### src/rtl/safe_lock_fsm.sv
// rtl/safe_lock_fsm.sv - combination-lock checker: stride-scattered symbol store, rotated key compare, lockout
module safe_lock_fsm #(
  parameter int                       SYM_W       = 7,
  parameter int                       DEPTH       = 8,
  parameter int                       STRIDE      = 5,
  parameter int                       ROT         = 0,
  parameter logic [DEPTH*SYM_W-1:0]   KEY         = '0,
  parameter int                       MAX_FAILS   = 3,
  parameter int                       LOCK_CYCLES = 16
) (
  input  logic                             clk,
  input  logic                             rst_n,
  input  logic                             in_valid,
  output logic                             in_ready,
  input  logic [SYM_W-1:0]                 data,
  input  logic                             abort,
  input  logic                             relock,
  output logic                             open_safe,
  output logic                             fail,
  output logic                             locked,
  output logic [$clog2(MAX_FAILS+1)-1:0]   fails,
  output logic [DEPTH*SYM_W-1:0]           mem_word,
  output logic [DEPTH*SYM_W-1:0]           exp_word
);

  localparam int KEY_W = DEPTH * SYM_W;
  localparam int IDX_W = $clog2(DEPTH);
  localparam int FW    = $clog2(MAX_FAILS + 1);
  localparam int TW    = $clog2(LOCK_CYCLES + 1);

  localparam logic [IDX_W-1:0] STRIDE_M   = IDX_W'(STRIDE % DEPTH);
  localparam logic [IDX_W-1:0] LAST_CNT   = IDX_W'(DEPTH - 1);
  localparam logic [FW-1:0]    FAILS_MAX  = FW'(MAX_FAILS);
  localparam logic [FW-1:0]    FAILS_LAST = FW'(MAX_FAILS - 1);
  localparam logic [TW-1:0]    TIMER_INIT = TW'(LOCK_CYCLES);

  if ((STRIDE % 2) == 0) begin : g_bad_stride
    $error("safe_lock_fsm: STRIDE must be odd");
  end
  if ((DEPTH < 2) || ((DEPTH & (DEPTH - 1)) != 0)) begin : g_bad_depth
    $error("safe_lock_fsm: DEPTH must be a power of 2 and at least 2");
  end
  if ((MAX_FAILS < 1) || (LOCK_CYCLES < 1)) begin : g_bad_limits
    $error("safe_lock_fsm: MAX_FAILS and LOCK_CYCLES must be at least 1");
  end
  if ((ROT < 0) || (ROT >= KEY_W)) begin : g_bad_rot
    $error("safe_lock_fsm: ROT out of range");
  end

  typedef enum logic [1:0] {
    S_COLLECT = 2'd0,
    S_CHECK   = 2'd1,
    S_OPEN    = 2'd2,
    S_LOCKED  = 2'd3
  } state_t;

  state_t              state, state_d;
  logic [IDX_W-1:0]    idx, idx_d;
  logic [IDX_W-1:0]    cnt, cnt_d;
  logic [FW-1:0]       fails_d;
  logic [TW-1:0]       timer, timer_d;
  logic                fail_d;
  logic                wr_en;
  logic [SYM_W-1:0]    mem [DEPTH];
  logic [KEY_W-1:0]    rot_word;
  logic                key_match;

  for (genvar g = 0; g < DEPTH; g++) begin : g_pack
    assign mem_word[g*SYM_W +: SYM_W] = mem[g];
  end

  always_comb begin
    rot_word = '0;
    for (int i = 0; i < KEY_W; i++) begin
      rot_word[(i + ROT) % KEY_W] = mem_word[i];
    end
  end

  assign key_match = (rot_word == KEY);
  assign exp_word  = KEY;
  assign open_safe = (state == S_OPEN);
  assign locked    = (state == S_LOCKED);

  always_comb begin
    state_d  = state;
    idx_d    = idx;
    cnt_d    = cnt;
    fails_d  = fails;
    timer_d  = timer;
    fail_d   = 1'b0;
    wr_en    = 1'b0;
    in_ready = 1'b0;
    case (state)
      S_COLLECT: begin
        in_ready = 1'b1;
        // abort wins over a same-cycle accept; stored symbols are left in place
        if (abort) begin
          idx_d = '0;
          cnt_d = '0;
        end else if (in_valid) begin
          wr_en = 1'b1;
          idx_d = idx + STRIDE_M;
          cnt_d = cnt + IDX_W'(1);
          if (cnt == LAST_CNT) state_d = S_CHECK;
        end
      end
      S_CHECK: begin
        idx_d = '0;
        cnt_d = '0;
        if (key_match) begin
          state_d = S_OPEN;
          fails_d = '0;
        end else if (fails == FAILS_LAST) begin
          fails_d = FAILS_MAX;
          fail_d  = 1'b1;
          timer_d = TIMER_INIT;
          state_d = S_LOCKED;
        end else begin
          fails_d = fails + FW'(1);
          fail_d  = 1'b1;
          state_d = S_COLLECT;
        end
      end
      S_OPEN: begin
        if (relock) state_d = S_COLLECT;
      end
      S_LOCKED: begin
        timer_d = timer - TW'(1);
        if (timer == TW'(1)) begin
          state_d = S_COLLECT;
          fails_d = '0;
        end
      end
      default: state_d = S_COLLECT;
    endcase
  end

  always_ff @(posedge clk) begin
    if (!rst_n) begin
      state <= S_COLLECT;
      idx   <= '0;
      cnt   <= '0;
      fails <= '0;
      timer <= '0;
      fail  <= 1'b0;
      for (int i = 0; i < DEPTH; i++) mem[i] <= '0;
    end else begin
      state <= state_d;
      idx   <= idx_d;
      cnt   <= cnt_d;
      fails <= fails_d;
      timer <= timer_d;
      fail  <= fail_d;
      if (wr_en) mem[idx] <= data;
    end
  end

endmodule

### config.mk
export PLATFORM = sky130hd
export DESIGN_NAME = safe_lock_fsm
export DESIGN_NICKNAME = d
export VERILOG_FILES = /design/src/rtl/safe_lock_fsm.sv
export SDC_FILE = /design/constraint.sdc
export NUM_CORES = 1
export LEC_CHECK = 0
export CORE_MARGIN = 2
export CORE_UTILIZATION = 27
export DETAILED_ROUTE_END_ITERATION = 8
export HOLD_SLACK_MARGIN = 0.1
export PLACE_DENSITY = 0.53
export SLEW_MARGIN = 20
export SYNTH_ARGS = -nofsm -noshare
export SYNTH_HDL_FRONTEND = slang
export SYNTH_SLANG_ARGS = --single-unit
### constraint.sdc
create_clock -name clk -period 2.74 [get_ports clk]
set_input_delay 0.548 -clock clk [delete_from_list [all_inputs] [get_ports clk]]
set_output_delay 0.548 -clock clk [all_outputs]
set_load 0.02 [all_outputs]
# --- Word level (Yosys, flattened, before mapping) ---
# Memory sizes are Yosys's and may differ from the RTL's.
# Cells that the tools add are included.
op_classes:
  n_addsub: 4
  eq_ne: 14
  n_mux: 32
  n_reduce_logical: 10
ops:
  columns: ["op", "count"]
  rows:
  - ["logical NOT 56 bit", 1]
  - ["2-to-1 mux 2 bit", 9]
  - ["2-to-1 mux 3 bit", 5]
  - ["inequality test 2 bit (second input constant)", 6]
  - ["case mux 3 bit (2 select lines)", 2]
  - ["2-to-1 mux 1 bit", 10]
  - ["2-to-1 mux 5 bit", 2]
  - ["case mux 5 bit (2 select lines)", 1]
  - ["case mux 2 bit (4 select lines)", 1]
  - ["2-to-1 mux 7 bit", 1]
  - ["OR reduction 7 bit", 1]
  - ["== test 2 bit (second input constant)", 3]
  - ["AND reduction 2 bit", 3]
  - ["== test 5 x 1 -> 1 bit (second input constant)", 1]
  - ["AND reduction 5 bit", 1]
  - ["subtractor 5 x 1 -> 5 bit (second input constant)", 1]
  - ["case mux 2 bit (2 select lines)", 1]
  - ["nonzero test 2 bit", 2]
  - ["adder 3 x 1 -> 3 bit (second input constant)", 1]
  - ["adder 3 bit (second input constant)", 1]
  - ["== test 3 bit (second input constant)", 1]
  - ["inequality test 3 bit (second input constant)", 1]
  - ["AND reduction 3 bit", 1]
  - ["adder 2 x 1 -> 2 bit (second input constant)", 1]
  - ["3 further kinds", 3]
totals:
  register_bits: 16
  ram_bits: 56
  in_bits: 12
  output_inout_bits: 118
  word_cells: 67
  n_memories: 1
mem_list:
  columns: ["memory", "depth", "word_bits", "read_ports", "rd_clocked_by_memory_dff", "write_ports", "line", "source"]
  rows:
  - ["mem", 8, 7, 8, 0, 8, "64", "logic [SYM_W-1:0] mem [DEPTH];"]

# --- Longest topological paths before layout ---
logic_depth:
  ltp_word: 8
  mapped_depth: 7
  mapped_depth_nobuf: 7

# --- Worst setup path after synthesis ---
# No wires, ideal clock.
synth_path:
  path_kind: "input to register"
  start: "input port abort"
  end: "memory mem[2][0], enable pin"
  setup_ns: 0.381
  t_arrival_ns: 1.722
  setup_slack_ns: 0.638
  cell_stages: 4
  path_cell_list: "nor3_1 -> and2_1 -> nand3b_2 -> o21ai_0"
synth_lines:
  columns: ["element", "line", "source"]
  rows:
  - ["from (decl)", "16", "input logic abort,"]
  - ["to (decl)", "64", null]

# --- Final worst setup path ---
layout_path:
  start: "register state[1]"
  end: "output port locked"
layout_via:
  elab_chain_cells: 1
layout_lines:
  columns: ["element", "line", "source"]
  rows:
  - ["from (decl)", "57", "state_t state, state_d;"]
  - ["from (signal assigned)", "148", "state <= state_d;"]
  - ["== test 2 bit", "82", "assign locked = (state == S_LOCKED);"]
  - ["to (decl)", "20", "output logic locked,"]
# No other way between the ends.

==> reports/qor.csv <==
metric,value,unit
most frequent cells in the layout,"clkdlybuf4s50_1, and2_1, conb_1, edfxtp_1, nand2_1",
CORE AREA,13100,sq um
final net count,422,
status,"complete, no violations",
hold buffers post-CTS,0,
Startpoint Class,register,
"Core Util, Final",0.353,
maxcap violations,0,
#FFs+latches synth,72,
share of layout cells above drive strength 1,0.0833,
CP arrival,1940,ps
Avg Vias per Cell,4.11,
die height,119,um
initial DRC count,92,
Worst Hold Launch,cnt[1],
Initial Util,0.273,
Synth area leader,edfxtp_1,
Pre-Repair DR Iteration Count,4,
origin of the critical flop-to-flop path,state[0],
I/O pin count,130,
clk slew on worst S/H paths,60,ps
Tot Pwr,2.54,mW
crit path capture,locked,
Mapped Cells,316,
"antenna viol nets, final",0,
routability cong.,0.789,
crit path max fanout,15,
PortBufs,73,
fin. max-slew vios,0,
Setup Viol. Count Final,0,
Crit Reg-Reg Endpoint,mem[1][3],
Post-CTS Setup Inserts,0,
XOR/XNOR Fraction of Synth Area,0,
WHS,466,ps
vias in the first global route,2217,
RSZ-0062 raised after global routing,no,
GR Overflow Total,0,
die area,14200,sq um
antenna violations before repair,0,
post-route minimum period,2480,ps
Synth Area in Compound Gates,0.0490,
Simple-Gate Fraction of Synth Area,0.236,
pin count of the biggest net entering global routing,26,
ant diodes,0,
post-CTS sizing,0,
# rows,42,
Area Overhead vs Synth,29.3,%
DR WL/cell,13.6,um
pre-CTS setup slack,122,ps
CTS buffer count,9,
crit path from,state[1],
"setup slack, reg-to-reg",570,ps
post-synthesis mux area share,0.00315,
synth top area cells,"edfxtp_1, buf_4, and2_1",
Worst Setup End Kind,output pin,
Setup CP Type,register to output pin,
share of the synthesized area in the top cell type,0.471,
CTS tree,built,
syn_area_per_cell,11.3,sq um
total vias in the final route,2402,
DRC,0,
TritonCTS Sinks,72,
HPWL Detailed,5.90,mm
Hold Fails Final Rpt,0,
Synth Area in Adders,0.0210,
DIE WIDTH,119,um
leakage power,1.77,nW
Unique masters post-synth,38,
Root Buffer Master,clkbuf_16,
clk buf depth,2,
"commonest non-fill, non-tap cell in the layout",clkdlybuf4s50_1,
latest clock arrival within the worst-skew pair,330,ps
largest family of logic cells by synthesized area,simple AND/OR/NAND/NOR gates,
fmax,403,MHz
Cell Pwr Density,550,nW/um^2
Final Cycle Share,0.906,
setup TNS,0,ps
worst min path class,register to register,
total wire length,7.94,mm
H-tree depth,3,
Max IR drop VDD,256,uV
Final Skew,6.84,ps
"Seq/Total Area, Yosys",0.560,
reg2reg path depth,6,
synth warn,0,
Mapped Area,3570,sq um
Total GRT Usage,0.112,
first-pass GRT wire length,12.0,mm
Required @ worst endpoint,2190,ps
post-route setup slack,256,ps
-- layer usage --
metal  track usage  up-vias  part of all wire
met2         0.169      115              0.43
met5             0        -                 0
met4        0.0432        0             0.018
met1         0.150     1103              0.48
li1              -     1172                 -
met3        0.0354       12             0.074
-- sequential cells by signal, indices dropped and copies added, names as in the netlist --
name / flops
timer: 5
cnt: 3
idx: 3
fails: 2
mem: 56
fail: 1
state: 2
-- worst max-delay path, stage by stage, from the launching register on --
cell and delay [ps]:
dfxtp_1 620, nand2_1 220, inv_1 160, clkdlybuf4s50_1 620
-- cell families (layout without fill, tap and decap cells) --
| family | count (synthesis) | count (layout) |
|---|---|---|
| and+or+nand+nor | 140 | 140 |
| DFF | 72 | 72 |
| buffers and inverters | 67 | 104 |
| AOI/OAI and AO/OA | 29 | 29 |
| adders and majority gates | 6 | 6 |
| other | 1 | 56 |
| muxes | 1 | 1 |
-- synth_stat cells, drive strengths merged --
| cell | count |
|---|---|
| a21boi | 6 |
| a21o | 1 |
| a21oi | 2 |
| a22o | 1 |
| and2 | 59 |
| buf | 56 |
| clkbuf | 5 |
| conb | 1 |
| dfxtp | 16 |
| edfxtp | 56 |
| ha | 6 |
| inv | 6 |
| mux2 | 1 |
| nand2 | 19 |
| nand2b | 4 |
| nand3 | 5 |
| nand3b | 3 |
| nand4 | 5 |
| nor2 | 13 |
| nor2b | 3 |
| nor3 | 7 |
| nor3b | 2 |
| nor4 | 15 |
| nor4b | 2 |
| o211ai | 1 |
| o21a | 1 |
| o21ai | 15 |
| o22ai | 1 |
| o31ai | 1 |
| or2 | 2 |
| or4b | 1 |
-- power breakdown --
group          switching [mW]  total [mW]  internal, mW
clock network           0.418        1.02         0.597
registers              0.0276        1.24          1.21
logic                   0.186       0.284        0.0979
-- per-stage QoR --
step,instance area [sq um],std cells
floorplan,3780,371
detailed placement,4370,569
global route,4620,584
CTS,4620,584
global placement,4370,569
finish,4620,584
-- how the worst min path moves through the flow --
stage,cells after the start,to
3_5_place_dp,2,cnt[1]
2_1_floorplan,2,cnt[1]
4_1_cts,2,cnt[1]
3_3_place_gp,2,cnt[1]
6_report,2,cnt[1]
5_1_grt,2,cnt[1]
-- area by class of cell --
class                           count  area (sq um)
Clock buffer                       10           229
Clock inverter                      5          25.0
Fill cell                        1249          8460
Inverter                            6          22.5
Multi-Input combinational cell    232          1320
Sequential cell                    72          2000
Tap cell                          176           220
Timing Repair Buffer               83           806
Note: power is estimated with default switching activity, not from simulation.
